`config.mk`:
```
export PLATFORM = sky130hd
export DESIGN_NAME = wave_plot_ctrl
export DESIGN_NICKNAME = d
export VERILOG_FILES = /design/src/rtl/wave_plot_ctrl.sv
export SDC_FILE = /design/constraint.sdc
export NUM_CORES = 1
export LEC_CHECK = 0
export CORE_UTILIZATION = 55
export DETAILED_ROUTE_END_ITERATION = 16
export PLACE_DENSITY = 0.71
export SYNTH_ARGS = -nofsm -noshare
export SYNTH_HDL_FRONTEND = slang
export SYNTH_SLANG_ARGS = --single-unit
```
`constraint.sdc`:
```
create_clock -name clk -period 7.1 [get_ports clk]
set_input_delay 1.42 -clock clk [delete_from_list [all_inputs] [get_ports clk]]
set_output_delay 1.42 -clock clk [all_outputs]
set_load 0.01 [all_outputs]
```
`src/rtl/wave_plot_ctrl.sv`:
```
// wave_plot_ctrl: oscilloscope-style trace plotter, codec samples -> VGA pixel writes.
// Ports:
//   clk, reset     rising-edge clock, synchronous active-high reset
//   enable         1 = run continuous frames, 0 = stop after current column
//   read_ready     codec has a sample; sample is 24-bit two's complement data
//   read           pop strobe to codec (mirrors read_ready)
//   x, y, colour   VGA pixel coordinates/colour, valid when plot=1, held otherwise
//   plot           VGA write strobe
//   busy           any state other than IDLE
//   frame_done     one-cycle pulse after column 159 is drawn
module wave_plot_ctrl #(
   parameter int          DECIM        = 64,
   parameter logic [2:0]  COLOUR       = 3'b111,
   parameter int          TRIG_TIMEOUT = 160
) (
   input  logic        clk,
   input  logic        reset,
   input  logic        enable,
   input  logic        read_ready,
   input  logic [23:0] sample,
   output logic        read,
   output logic [7:0]  x,
   output logic [6:0]  y,
   output logic [2:0]  colour,
   output logic        plot,
   output logic        busy,
   output logic        frame_done
);
   localparam logic [2:0] IDLE = 3'd0, ARM = 3'd1, CAPTURE = 3'd2, ERASE = 3'd3, DRAW = 3'd4, NEXT = 3'd5;
   logic [2:0]        state;
   logic [7:0]        col, x_q;
   logic [15:0]       dcnt, tcnt;
   logic              prev, seeded;
   logic [159:0]      valid;
   logic [6:0]        old_y [160];
   logic [6:0]        y_new, y_q, y_map;
   logic [2:0]        c_q;
   logic              acc, dec, trig, timeout;
   logic signed [8:0] diff;
   logic              sample_unused;
   assign sample_unused = ^sample[16:0];
   // The codec FIFO is always drained; only ARM/CAPTURE actually consume samples.
   assign read    = read_ready & ~reset;
   assign acc     = read && (state == ARM || state == CAPTURE);
   assign dec     = acc && dcnt == 16'(DECIM - 1);
   assign trig    = seeded && prev && !sample[23];
   assign timeout = seeded && tcnt == 16'(TRIG_TIMEOUT - 1);
   // Top 7 bits as a signed row offset around the screen centre, clamped to 0..119.
   assign diff  = 9'sd60 - $signed({{2{sample[23]}}, sample[23:17]});
   assign y_map = diff[8] ? 7'd0 : (diff > 9'sd119 ? 7'd119 : diff[6:0]);
   assign plot       = !reset && (state == DRAW || (state == ERASE && valid[col]));
   assign x          = plot ? col : x_q;
   assign y          = !plot ? y_q : (state == DRAW ? y_new : old_y[col]);
   assign colour     = !plot ? c_q : (state == DRAW ? COLOUR : 3'b000);
   assign busy       = state != IDLE;
   assign frame_done = state == NEXT && col == 8'd159;
   always_ff @(posedge clk) begin
      if (reset) begin
         state  <= IDLE;
         col    <= 8'd0;
         dcnt   <= 16'd0;
         tcnt   <= 16'd0;
         prev   <= 1'b0;
         seeded <= 1'b0;
         valid  <= '0;
         y_new  <= 7'd0;
         x_q    <= 8'd0;
         y_q    <= 7'd0;
         c_q    <= 3'b000;
      end else begin
         if (acc) dcnt <= dec ? 16'd0 : dcnt + 16'd1;
         if (plot) begin
            x_q <= x;
            y_q <= y;
            c_q <= colour;
         end
         case (state)
            IDLE: if (enable) begin
               state  <= ARM;
               col    <= 8'd0;
               dcnt   <= 16'd0;
               tcnt   <= 16'd0;
               seeded <= 1'b0;
            end
            ARM: if (dec) begin
               // First decimated sample after entry only seeds the edge detector.
               prev   <= sample[23];
               seeded <= 1'b1;
               if (trig || timeout) begin
                  y_new <= y_map;
                  state <= ERASE;
               end else if (seeded) tcnt <= tcnt + 16'd1;
            end
            CAPTURE: if (dec) begin
               y_new <= y_map;
               state <= ERASE;
            end
            ERASE: state <= DRAW;
            DRAW: begin
               valid[col] <= 1'b1;
               state      <= NEXT;
            end
            NEXT: if (col == 8'd159) begin
               col    <= 8'd0;
               tcnt   <= 16'd0;
               seeded <= 1'b0;
               state  <= enable ? ARM : IDLE;
            end else begin
               col   <= col + 8'd1;
               state <= enable ? CAPTURE : IDLE;
            end
            default: state <= IDLE;
         endcase
      end
   end
   // Column store has no reset; the valid vector guards every read of it.
   always_ff @(posedge clk)
      if (!reset && state == DRAW) old_y[col] <= y_new;
endmodule
```
==> impl_metrics.ini <==
[logic_synthesis]
postSynthAreaPerCell_um2 = 17.5
syn_nets = 3057
yosysUniqueCellTypes = 64
synthArstFlopShare = 0
synth_cells = 3022
synth_edf_count = 1120
ys_seq_area_frac = 0.725
syn_area_um2 = 53000
synthFlopType = edfxtp_1
synth_warnings = 0
ys_ff_latch = 1358

[placed_design]
numPortBuffers = 32
hpwlAfterDp_um = 77400
place_area_um2 = 54700
routabilityCongestion = 0.891
dp.cells = 4201

[die]
dieArea_um2 = 97600
die_y_um = 312
ios = 50
core_um2 = 95200
dieWidth_um = 312
start_util = 0.557
rows = 113

[sta]
finalHoldViolCount = 0
period_needed_ns = 6.62
tns_ns = 0
rsz0062_at_grt = false
fin_crit_sh = 0.933
tightest_slew_ns = 1.22
drv_slew = 0
relSlewSlack = 0.184
setup_viol_count_final = 0
fmax_mhz = 151
clock_skew_ns = 0.0362

[route]
remaining_drc_errors = 0
drt_iter0_drc = 3367
final_antenna_net_count = 0
post_drt_wl_per_cell_um = 28.5
firstDrtPassIters = 7
via_per_inst = 6.47
num_vias = 28800
wirelength_um = 127000

[final_layout]
layoutNonFillerInstCount = 4453
diodes = 0
drive_gt1_frac = 0.195
final_common_cell = edfxtp_1
layout_common_cells = edfxtp_1, nor2_1, mux4_2
fin_area_um2 = 59300
syn2layout_area_growth_pct = 11.9
nets = 3110

[worst_setup_path]
worstPathMaxFanout = 16
critPathCaptureType = output pin
cp.arrival_ns = 5.20
worstSetupPathType = reg -> out
reg2reg_depth = 9
rr_endpoint = y_q[6]
cp-start-kind = register
critPathCapture = y[4]
required_ns = 5.68
rrSetupSlack_ns = 3.05

[cts]
clkLatencyLatePin_ns = 0.75
holdBufCountCts = 0
postCtsSetupBuffers = 0
htree_levels = 4
clock-sinks = 1358
cts_buffers = 137
cts_tree = built
path_clk_slew_ns = 0.06
clk_path_buf_depth = 3
cts_root_buffer = clkbuf_16
cts_resized = 0

[power]
p_leak_nw = 21.5
power.density_nw_per_um2 = 268
total_power_mw = 15.9
ir_drop_uv = 307

[hold_path]
min_path_type = reg -> reg

[global_route]
antenna_found_initial = 1
grt_pass1_vias = 29100
grt_use_total = 0.262
grt_max_degree = 117
grt.overflow.total = 0
grt_pass1_wl_um = 188000

[job]
maxCapViolCount = 0

[status]
status = finished, final reports clean
## Yosys cell counts, types with 12 or more instances
master / count / area (um^2)
a211oi_1: 14 / 105
a21o_1: 165 / 1240
a21oi_1: 63 / 315
a22oi_1: 33 / 248
buf_1: 24 / 90.1
buf_2: 30 / 150
clkbuf_1: 106 / 398
dfxtp_1: 238 / 4760
edfxtp_1: 1120 / 33600
inv_1: 21 / 78.8
mux2_2: 53 / 597
mux2i_1: 109 / 1090
mux4_2: 270 / 6080
nand2_1: 97 / 364
nand2b_1: 14 / 87.6
nand3_1: 32 / 160
nand4_1: 12 / 75.1
nor2_1: 274 / 1030
nor2b_1: 32 / 200
nor3_1: 17 / 85.1
nor4_1: 34 / 213
o21ai_0: 61 / 305
o22ai_1: 63 / 394
or3_1: 18 / 113
## final cells by class
type	instances	area, um^2
Multi-Input combinational cell	1468	13700
Fill cell	6401	35900
Clock buffer	176	3740
Tap cell	1265	1580
Clock inverter	76	876
Timing Repair Buffer	87	833
Sequential cell	1358	38400
Inverter	23	96.3
## power by group
group | switching [mW] | internal, mW | leakage (nW)
sequential | 0.00153 | 8.49 | 13.8
combinational | 0.0386 | 0.0147 | 5.39
clock | 3.03 | 4.30 | 2.26
## per-stage QoR
stage / worst slack [ns] / hold WS [ns] / util
global route: 0.466 / 0.458 / 0.623
finish: 0.479 / 0.448 / 0.623
detailed placement: 1.50 / 0.435 / 0.575
CTS: 0.665 / 0.449 / 0.623
floorplan: 2.88 / 0.418 / -
global placement: 1.56 / 0.424 / 0.575
## routing by layer
metal	wire length, um	GRT usage	share of wire
met1	49600	0.361	0.39
met2	60900	0.413	0.48
met3	11000	0.0484	0.087
met4	5380	0.111	0.042
met5	13	0	0.00010
## kinds of logic (layout without fill, tap and decap cells)
logic type / count (synthesis) / after routing / synth area share
AO/OA/AOI/OAI: 427 / 427 / 0.0536
XOR/XNOR: 17 / 17 / 0.00281
adder cells (fa/ha/maj): 7 / 7 / 0.00165
buffers and inverters: 196 / 362 / 0.0164
flip-flops: 1358 / 1358 / 0.725
multiplexers: 441 / 441 / 0.150
AND/OR/NAND/NOR: 576 / 576 / 0.0503
## registers in the layout (all words and copies together) (netlist names), named ones only
name	cells
y_q	7
prev	1
y_new	7
c_q	3
seeded	1
old_y	1120
x_q	8
dcnt	16
valid	160
col	8
state	3
tcnt	16
## worst min-delay path by stage
stage / from / end / slack [ns] / depth (start not counted)
finish: valid[145] / valid[145] / 0.45 / 1
global route: valid[21] / valid[21] / 0.46 / 1
CTS: valid[145] / valid[145] / 0.45 / 1
detailed placement: valid[137] / valid[137] / 0.44 / 1
global placement: valid[137] / valid[137] / 0.42 / 1
floorplan: valid[133] / valid[133] / 0.42 / 1
## critical path, stage by stage, from the launching register on
cell and delay [ns]:
dfxtp_1 0.79, buf_4 0.37, nand3b_1 0.66, o22ai_1 0.53
nor4_1 0.15, o21ai_0 0.29, nand4_1 0.45, o21ai_0 0.50
mux2i_1 0.18, clkdlybuf4s50_1 0.52
No activity file was read; power rests on OpenSTA's default activity.
